## config.mk

```make
export PLATFORM = sky130hd
export DESIGN_NAME = mem_port_arbiter
export DESIGN_NICKNAME = d
export VERILOG_FILES = /design/src/rtl/mem_port_arbiter.sv
export SDC_FILE = /design/constraint.sdc
export NUM_CORES = 1
export LEC_CHECK = 0
export CORE_MARGIN = 2
export CORE_UTILIZATION = 40
export DETAILED_ROUTE_END_ITERATION = 10
export PLACE_DENSITY = 0.76
export SLEW_MARGIN = 20
export SYNTH_ARGS = -nofsm -noshare
export SYNTH_HDL_FRONTEND = slang
export SYNTH_SLANG_ARGS = --single-unit
```

## constraint.sdc

```tcl
create_clock -name clk -period 2.1 [get_ports clk]
set_input_delay 0.525 -clock clk [delete_from_list [all_inputs] [get_ports clk]]
set_output_delay 0.525 -clock clk [all_outputs]
set_load 0.03 [all_outputs]
```

## src/rtl/mem_port_arbiter.sv

```systemverilog
// Arbitrates a fetch port and a data port onto one single-port memory with fixed read latency LAT.
// Optional fetch starvation guard, enabled by defining ARB_STARVE_GUARD_EN.
module mem_port_arbiter #(
   parameter int unsigned AW         = 32,
   parameter int unsigned DW         = 32,
   parameter int unsigned LAT        = 1,
   parameter int unsigned STARVE_MAX = 3
) (
   input  logic          clk,
   input  logic          rst,
   input  logic          if_req,
   input  logic [AW-1:0] if_addr,
   output logic          if_gnt,
   output logic          if_rvalid,
   output logic [DW-1:0] if_rdata,
   input  logic          dm_req,
   input  logic          dm_we,
   input  logic [AW-1:0] dm_addr,
   input  logic [DW-1:0] dm_wdata,
   output logic          dm_gnt,
   output logic          dm_rvalid,
   output logic [DW-1:0] dm_rdata,
   output logic          mem_en,
   output logic          mem_we,
   output logic [AW-1:0] mem_addr,
   output logic [DW-1:0] mem_wdata,
   input  logic [DW-1:0] mem_rdata,
   output logic          busy
);
   localparam int unsigned CW = 3;

   typedef enum logic [1:0] {IDLE = 2'd0, ACCESS = 2'd1, WAIT = 2'd2} state_t;

   state_t        state, state_n;
   logic [CW-1:0] cnt, cnt_n;
   logic          win_dm, win_dm_n;
   logic          lat_we, lat_we_n;
   logic [AW-1:0] lat_addr, lat_addr_n;
   logic [DW-1:0] lat_wdata, lat_wdata_n;
   logic          arb;
   logic          force_if;
   logic          acc_n;
   logic          rv_n;

   if (LAT < 1 || LAT > 7 || STARVE_MAX > 3) begin : g_bad_param
      $error("mem_port_arbiter: LAT must be 1..7 and STARVE_MAX at most 3");
   end

   assign arb = (state == IDLE) && (if_req || dm_req);

`ifdef ARB_STARVE_GUARD_EN
   // Counts consecutive data wins taken while fetch was waiting.
   logic [1:0] starve;

   assign force_if = if_req && (32'(starve) >= STARVE_MAX);

   always_ff @(posedge clk) begin
      if (rst) begin
         starve <= 2'd0;
      end else if (arb) begin
         if (!win_dm_n) begin
            starve <= 2'd0;
         end else if (if_req && (starve != 2'd3)) begin
            starve <= starve + 2'd1;
         end
      end
   end
`else
   assign force_if = 1'b0;
`endif

   // Next-state, arbitration and payload latch
   always_comb begin
      state_n     = state;
      cnt_n       = cnt;
      win_dm_n    = win_dm;
      lat_we_n    = lat_we;
      lat_addr_n  = lat_addr;
      lat_wdata_n = lat_wdata;
      case (state)
         IDLE: begin
            if (arb) begin
               win_dm_n    = dm_req && !force_if;
               lat_we_n    = win_dm_n && dm_we;
               lat_addr_n  = win_dm_n ? dm_addr : if_addr;
               lat_wdata_n = win_dm_n ? dm_wdata : '0;
               state_n     = ACCESS;
            end
         end
         ACCESS: begin
            cnt_n   = CW'(LAT);
            state_n = WAIT;
         end
         WAIT: begin
            cnt_n = cnt - CW'(1);
            if (cnt == CW'(1)) begin
               state_n = IDLE;
            end
         end
         default: state_n = IDLE;
      endcase
   end

   assign acc_n = (state_n == ACCESS);
   // Response is due in the last WAIT cycle, when the counter is about to expire.
   assign rv_n  = (state_n == WAIT) && (cnt_n == CW'(1));

   always_ff @(posedge clk) begin
      if (rst) begin
         state     <= IDLE;
         cnt       <= '0;
         win_dm    <= 1'b0;
         lat_we    <= 1'b0;
         lat_addr  <= '0;
         lat_wdata <= '0;
         if_gnt    <= 1'b0;
         dm_gnt    <= 1'b0;
         if_rvalid <= 1'b0;
         dm_rvalid <= 1'b0;
         mem_en    <= 1'b0;
         mem_we    <= 1'b0;
         mem_addr  <= '0;
         mem_wdata <= '0;
         busy      <= 1'b0;
      end else begin
         state     <= state_n;
         cnt       <= cnt_n;
         win_dm    <= win_dm_n;
         lat_we    <= lat_we_n;
         lat_addr  <= lat_addr_n;
         lat_wdata <= lat_wdata_n;
         if_gnt    <= acc_n && !win_dm_n;
         dm_gnt    <= acc_n && win_dm_n;
         if_rvalid <= rv_n && !win_dm_n;
         dm_rvalid <= rv_n && win_dm_n;
         mem_en    <= acc_n;
         mem_we    <= acc_n && lat_we_n;
         mem_addr  <= acc_n ? lat_addr_n : '0;
         mem_wdata <= acc_n ? lat_wdata_n : '0;
         busy      <= (state_n != IDLE);
      end
   end

   // Read data passes straight from memory in the response cycle; writes return zero.
   assign if_rdata = if_rvalid ? mem_rdata : '0;
   assign dm_rdata = (dm_rvalid && !lat_we) ? mem_rdata : '0;

endmodule
```

==> results.py, run 1 <==
metrics = {
    "floorplanning": {
        "core_um2": 13300,
        "dieArea_um2": 14640,
        "die_y_um": 121.0,
        "die_width_um": 121.0,
        "rows": 42,
        "ioPinCount": 268,
        "start_util": 0.4117,
    },
    "sta": {
        "max_freq_mhz": 506.0,
        "rsz0062_at_grt": "false",
        "finalClockSkew_ps": 8.677,
        "slew_headroom": 0.7512,
        "final-setup-viol-count": 0,
        "hold_viol": 0,
        "worstMarginPinSlew_ps": 372.0,
        "finalCritPeriodShare": 0.9411,
        "period_needed_ps": 1976,
        "slew_violations": 0,
        "fin_setup_tns_ps": 0,
    },
    "worst_setup_path": {
        "crit_buf_inv": 2,
        "required_ps": 1570,
        "path_delay_family": "buffers and inverters",
        "cp.depth": 4,
        "crit_type": "flip-flop to primary output",
        "worstPathArrival_ps": 1450,
        "slowest_stage": "dfxtp_1",
        "cp_common_cell": "buf_4",
        "reg2reg_from": "state[0]$_SDFF_PP0_",
        "cp-startpoint": "dm_rvalid$_SDFF_PP0_",
        "max_stage_delay_ps": 320,
        "path_cells": "nor2b_1 -> buf_4 -> and2_1 -> buf_4",
        "reg2reg_to": "mem_addr[7]$_SDFF_PP0_",
        "reg2reg_slack_ps": 210,
        "cp-end-kind": "primary output",
        "crit_fanout": 32,
        "cp-start-kind": "flip-flop",
        "crit_path_end": "dm_rdata[27]",
        "worst-r2r-cell-count": 7,
    },
    "layout": {
        "area_growth_pct": 61.03,
        "multi_input_area_um2": 2379,
        "final_common_cell": "clkdlybuf4s50_1",
        "seq_area_um2": 2843,
        "fillers": 1055,
        "fin_nets": 929,
        "drive_gt1_frac": 0.1831,
        "final_cell_mix": "clkdlybuf4s50_1, dfxtp_1, and2_1",
        "diodes": 0,
    },
    "clock_network": {
        "clock_path_buffers": 2,
        "htreeDepth": 4,
        "clkSinkCount": 142,
        "clk_latency_ps": 410,
        "cts_resized": 0,
        "cts_root_buffer": "clkbuf_16",
        "cts_hold_buf": 0,
        "postCtsSetupBuffers": 0,
        "cts_buffers": 17,
        "cts_tree": "done",
        "path_clk_slew_ps": 60,
    },
    "route": {
        "drc": 0,
        "drtAntennaViolNets": 0,
        "wire_per_inst_um": 15.26,
        "vias_per_cell": 4.648,
        "dr.pass1.iters": 4,
        "num_vias": 4550,
        "drtIter0Drc": 225,
        "routed_wl_um": 14940,
    },
    "synth": {
        "synthCells": 530,
        "avgSynthCellArea_um2": 10.33,
        "synth_cell_types": 34,
        "synth-seq-cells": 142,
        "syn_area_um2": 5474,
        "seq_area_frac_synth": 0.5193,
        "synth_fp_nets": 669,
        "yosys_warnings": 0,
    },
    "placed_design": {
        "hpwl_um": 11060,
        "gp_congestion": 0.8384,
        "portBuffers": 267,
    },
    "power_and_ir_drop": {
        "ir_worst_vdd_v": 0.0007059,
        "leakage_nw": 3.670,
        "p_seq_frac": 0.325,
        "p_comb_frac": 0.390,
        "p_int_w": 0.007251,
        "p_per_area_nw_per_um2": 1259,
        "swShare": 0.3465,
        "switchingPower_w": 0.003844,
        "power.total_w": 0.01110,
        "clkPwrFrac": 0.285,
    },
    "global_route": {
        "grt_max_degree": 50,
        "track_usage": 0.1979,
        "grt_pass1_vias": 4513,
        "antenna_found_initial": 0,
        "grt_first_pass_wirelength_um": 22700,
        "grt_overflow": 0,
    },
    "run_status": {
        "status": "completed",
    },
    "hold_path": {
        "holdCritPathClass": "flip-flop to flip-flop",
    },
    "job": {
        "max_cap_violations": 0,
    },
}
[sequential cells by signal, indices dropped and copies added (netlist names), 2 cells and up]
| signal | count |
|---|---|
| state | 2 |
| lat_wdata | 32 |
| lat_addr | 32 |
| cnt | 3 |
| mem_wdata | 32 |
| mem_addr | 32 |
[worst reg2reg max path, delay by kind of cell (launching register included)]
| kind | cells | cell delay (ps) |
|---|---|---|
| flops | 1 | 430 |
| fa+ha+maj | 1 | 290 |
| compound gates | 1 | 300 |
| simple gates | 3 | 480 |
| buf+inv | 2 | 270 |
[power groups by stage]
stage                     Clock, W  Combinational (W)  Sequential [W]
after floorplan                  0            0.00215         0.00432
after global placement           0            0.00425         0.00364
after detailed placement         0            0.00435         0.00366
after CTS                  0.00323            0.00437         0.00361
after global routing       0.00335            0.00465         0.00366
final                      0.00317            0.00433         0.00360
[cells in the mapped netlist, drive strengths merged]
library cell | number | share of area
o21a | 1 | 0.0027
a21oi | 5 | 0.0053
mux2i | 33 | 0.060
nand4b | 2 | 0.0032
inv | 7 | 0.0048
buf | 25 | 0.032
a31o | 1 | 0.0016
nor4b | 1 | 0.0027
nor2 | 73 | 0.050
and3 | 1 | 0.0011
nor4 | 2 | 0.0023
nand2b | 2 | 0.0023
o21ai | 5 | 0.0053
or2 | 1 | 0.0011
and2 | 131 | 0.15
ha | 6 | 0.014
o211ai | 1 | 0.0014
o22ai | 1 | 0.0011
clkbuf | 14 | 0.0096
nor2b | 4 | 0.0046
and2b | 1 | 0.0014
nand2 | 4 | 0.0027
dfxtp | 142 | 0.52
a211oi | 32 | 0.071
a31oi | 1 | 0.0023
nor3 | 1 | 0.0030
a22oi | 33 | 0.045
[cell type report]
class                   count  area share
clock buffers              20     0.05067
clock inverters            12     0.02101
inverters                   7    0.002981
multi-input cells         342      0.2698
flip-flops and latches    142      0.3225
well taps                 176     0.02498
repair buffers            280      0.3080
[routing by layer]
metal | vias to the layer above | track usage | routed length (um)
li1 | 2288 | - | -
met3 | 13 | 0.06861 | 1169
met1 | 2114 | 0.2392 | 6403
met2 | 135 | 0.3322 | 7229
met5 | - | 0 | 0
met4 | 0 | 0.05741 | 137
[kinds of logic after synthesis]
family | after synthesis | synth area share
multiplexers | 33 | 0.06034
flip-flops | 142 | 0.5193
adder cells (fa/ha/maj) | 6 | 0.01371
buffers and inverters | 46 | 0.04617
AO/OA/AOI/OAI | 80 | 0.1362
AND/OR/NAND/NOR | 223 | 0.2242
[stage by stage]
step                instances  setup slack, ps  hold slack [ps]  area (um2)  utilization
global route              979            22.71            502.8        8815       0.6630
floorplan                 530            294.7            472.0        5474            -
global placement          947            46.58            479.7        8183       0.6155
detailed placement        947            24.70            493.4        8183       0.6155
finish                    979            123.8            497.8        8815       0.6630
CTS                       979            103.4            499.8        8815       0.6630
[worst min-delay path by stage]
stage,startpoint,endpoint,slack [ps],cells past startpoint
after floorplan,lat_addr[0]$_SDFF_PP0_,lat_addr[0]$_SDFF_PP0_,470,2
after global placement,lat_addr[31]$_SDFF_PP0_,lat_addr[31]$_SDFF_PP0_,480,2
after detailed placement,lat_addr[31]$_SDFF_PP0_,lat_addr[31]$_SDFF_PP0_,490,2
after CTS,lat_addr[31]$_SDFF_PP0_,lat_addr[31]$_SDFF_PP0_,500,2
after global routing,rst,state[1]$_SDFF_PP0_,500,2
final,lat_addr[31]$_SDFF_PP0_,lat_addr[31]$_SDFF_PP0_,500,2
Note: power is estimated with default switching activity, not from simulation.
==> run 2: changes to the inputs <==
- GPL_TIMING_DRIVEN: not set -> 1
==> results of run 2 <==
The final DEF is identical to that of run 1; final timing and power are the same.
==> run 3: changes to the inputs <==
- CELL_PAD_IN_SITES_DETAIL_PLACEMENT: not set -> 1
- CELL_PAD_IN_SITES_GLOBAL_PLACEMENT: not set -> 1
- CORE_UTILIZATION: 40 -> 30
- CTS_BUF_LIST: not set -> sky130_fd_sc_hd__clkbuf_4 sky130_fd_sc_hd__clkbuf_8 sky130_fd_sc_hd__clkbuf_16
- PLACE_DENSITY: 0.76 -> 0.78
==> results.py, run 3 (synthesized netlist as in run 1, its figures left out) <==
metrics = {
    "global_route": {
        "grt_first_pass_wirelength_um": 26790,
        "antenna_found_initial": 0,
        "grt_overflow": 0,
        "grt_max_degree": 75,
        "grt_pass1_vias": 4986,
        "track_usage": 0.1731,
    },
    "floorplanning": {
        "die_width_um": 139.1,
        "ioPinCount": 268,
        "start_util": 0.3047,
        "die_y_um": 139.1,
        "core_um2": 17960,
        "dieArea_um2": 19340,
        "rows": 49,
    },
    "route": {
        "routed_wl_um": 17100,
        "drtAntennaViolNets": 0,
        "dr.pass1.iters": 4,
        "drtIter0Drc": 109,
        "vias_per_cell": 4.533,
        "drc": 0,
        "num_vias": 4674,
        "wire_per_inst_um": 16.58,
    },
    "sta": {
        "setup_ws_ps": 92.67,
        "hold_viol": 0,
        "slew_violations": 0,
        "finalCritPeriodShare": 0.9559,
        "period_needed_ps": 2007,
        "max_freq_mhz": 498.2,
        "final-setup-viol-count": 0,
        "worstMarginPinSlew_ps": 421.1,
        "slew_headroom": 0.7192,
        "finalClockSkew_ps": 5.874,
        "fin_setup_tns_ps": 0,
        "rsz0062_at_grt": "false",
    },
    "hold_path": {
        "hold_depth": 2,
        "holdCritStartpoint": "lat_addr[31]$_SDFF_PP0_",
        "holdCritPathClass": "flip-flop to flip-flop",
    },
    "layout": {
        "diodes": 0,
        "fin_util": 0.4949,
        "area_growth_pct": 62.40,
        "drive_gt1_frac": 0.1858,
        "fin_nets": 928,
        "final_common_cell": "clkdlybuf4s50_1",
        "final_cell_mix": "clkdlybuf4s50_1, dfxtp_1, and2_1",
    },
    "worst_setup_path": {
        "required_ps": 1570,
        "crit_fanout": 16,
        "reg2reg_from": "state[0]$_SDFF_PP0_",
        "cp-end-kind": "primary output",
        "cp-start-kind": "flip-flop",
        "worstPathArrival_ps": 1480,
        "crit_type": "flip-flop to primary output",
        "cp-startpoint": "dm_rvalid$_SDFF_PP0_",
        "worst-r2r-cell-count": 7,
    },
    "clock_network": {
        "clock_path_buffers": 2,
        "path_clk_slew_ps": 60,
        "clkSinkCount": 142,
        "postCtsSetupBuffers": 0,
        "htreeDepth": 4,
        "cts_root_buffer": "clkbuf_16",
        "cts_hold_buf": 0,
        "cts_tree": "done",
        "clk_latency_ps": 420,
        "cts_resized": 0,
        "cts_buffers": 17,
    },
    "power_and_ir_drop": {
        "power.total_w": 0.01108,
        "p_per_area_nw_per_um2": 1247,
        "ir_worst_vdd_v": 0.0007810,
        "leakage_nw": 3.665,
    },
    "placed_design": {
        "gp_congestion": 0.7667,
        "dpl_worst_slack_ps": 51.38,
        "portBuffers": 267,
        "hpwl_um": 12420,
    },
    "job": {
        "max_cap_violations": 0,
    },
    "run_status": {
        "status": "completed",
    },
}
-- run 3: per-layer routing --
layer,GRT usage,up-vias,wire length (um),part of all wire
met2,0.3000,143,8672,0.51
met4,0.06007,0,367,0.021
li1,-,2293,-,-
met1,0.1942,2210,6875,0.40
met5,0,-,0,0
met3,0.06733,28,1180,0.069
-- run 3: final cells by class --
class / count / area [um2]
inverters: 7 / 26.28
repair buffers: 279 / 2728
clock inverters: 12 / 158.9
well taps: 229 / 286.5
clock buffers: 20 / 466.7
flip-flops and latches: 142 / 2843
fillers: 1936 / 9074
multi-input cells: 342 / 2381
-- run 3: worst paths after layout --
kind | to | slack, ps
setup / recovery | dm_rdata[16] | 90
hold / removal | lat_addr[31]$_SDFF_PP0_ | 510
setup reg to reg | if_gnt$_SDFF_PP0_ | 200
hold reg to reg | lat_addr[31]$_SDFF_PP0_ | 510
-- run 3: critical path, cell delays in order (launching register included) --
cell	delay [ps]
dfxtp_1	330
nor2b_2	200
buf_6	180
and2_1	220
buf_12	140
-- run 3: per-stage QoR --
step | hold slack, ps | instance area (um2) | std cells
after global routing | 539.5 | 8890 | 1031
after floorplan | 472.0 | 5474 | 530
after global placement | 479.7 | 8247 | 998
final | 513.7 | 8890 | 1031
after detailed placement | 508.5 | 8247 | 998
after CTS | 516.6 | 8872 | 1030
-- run 3: report_power, final --
part	total (W)	leakage, nW	switching (W)	internal (W)
Clock	0.00311	0.303	0.00114	0.00197
Combinational	0.00437	2.20	0.00256	0.00180
Sequential	0.00361	1.16	0.000221	0.00339
Total	0.0111	3.67	0.00393	0.00716
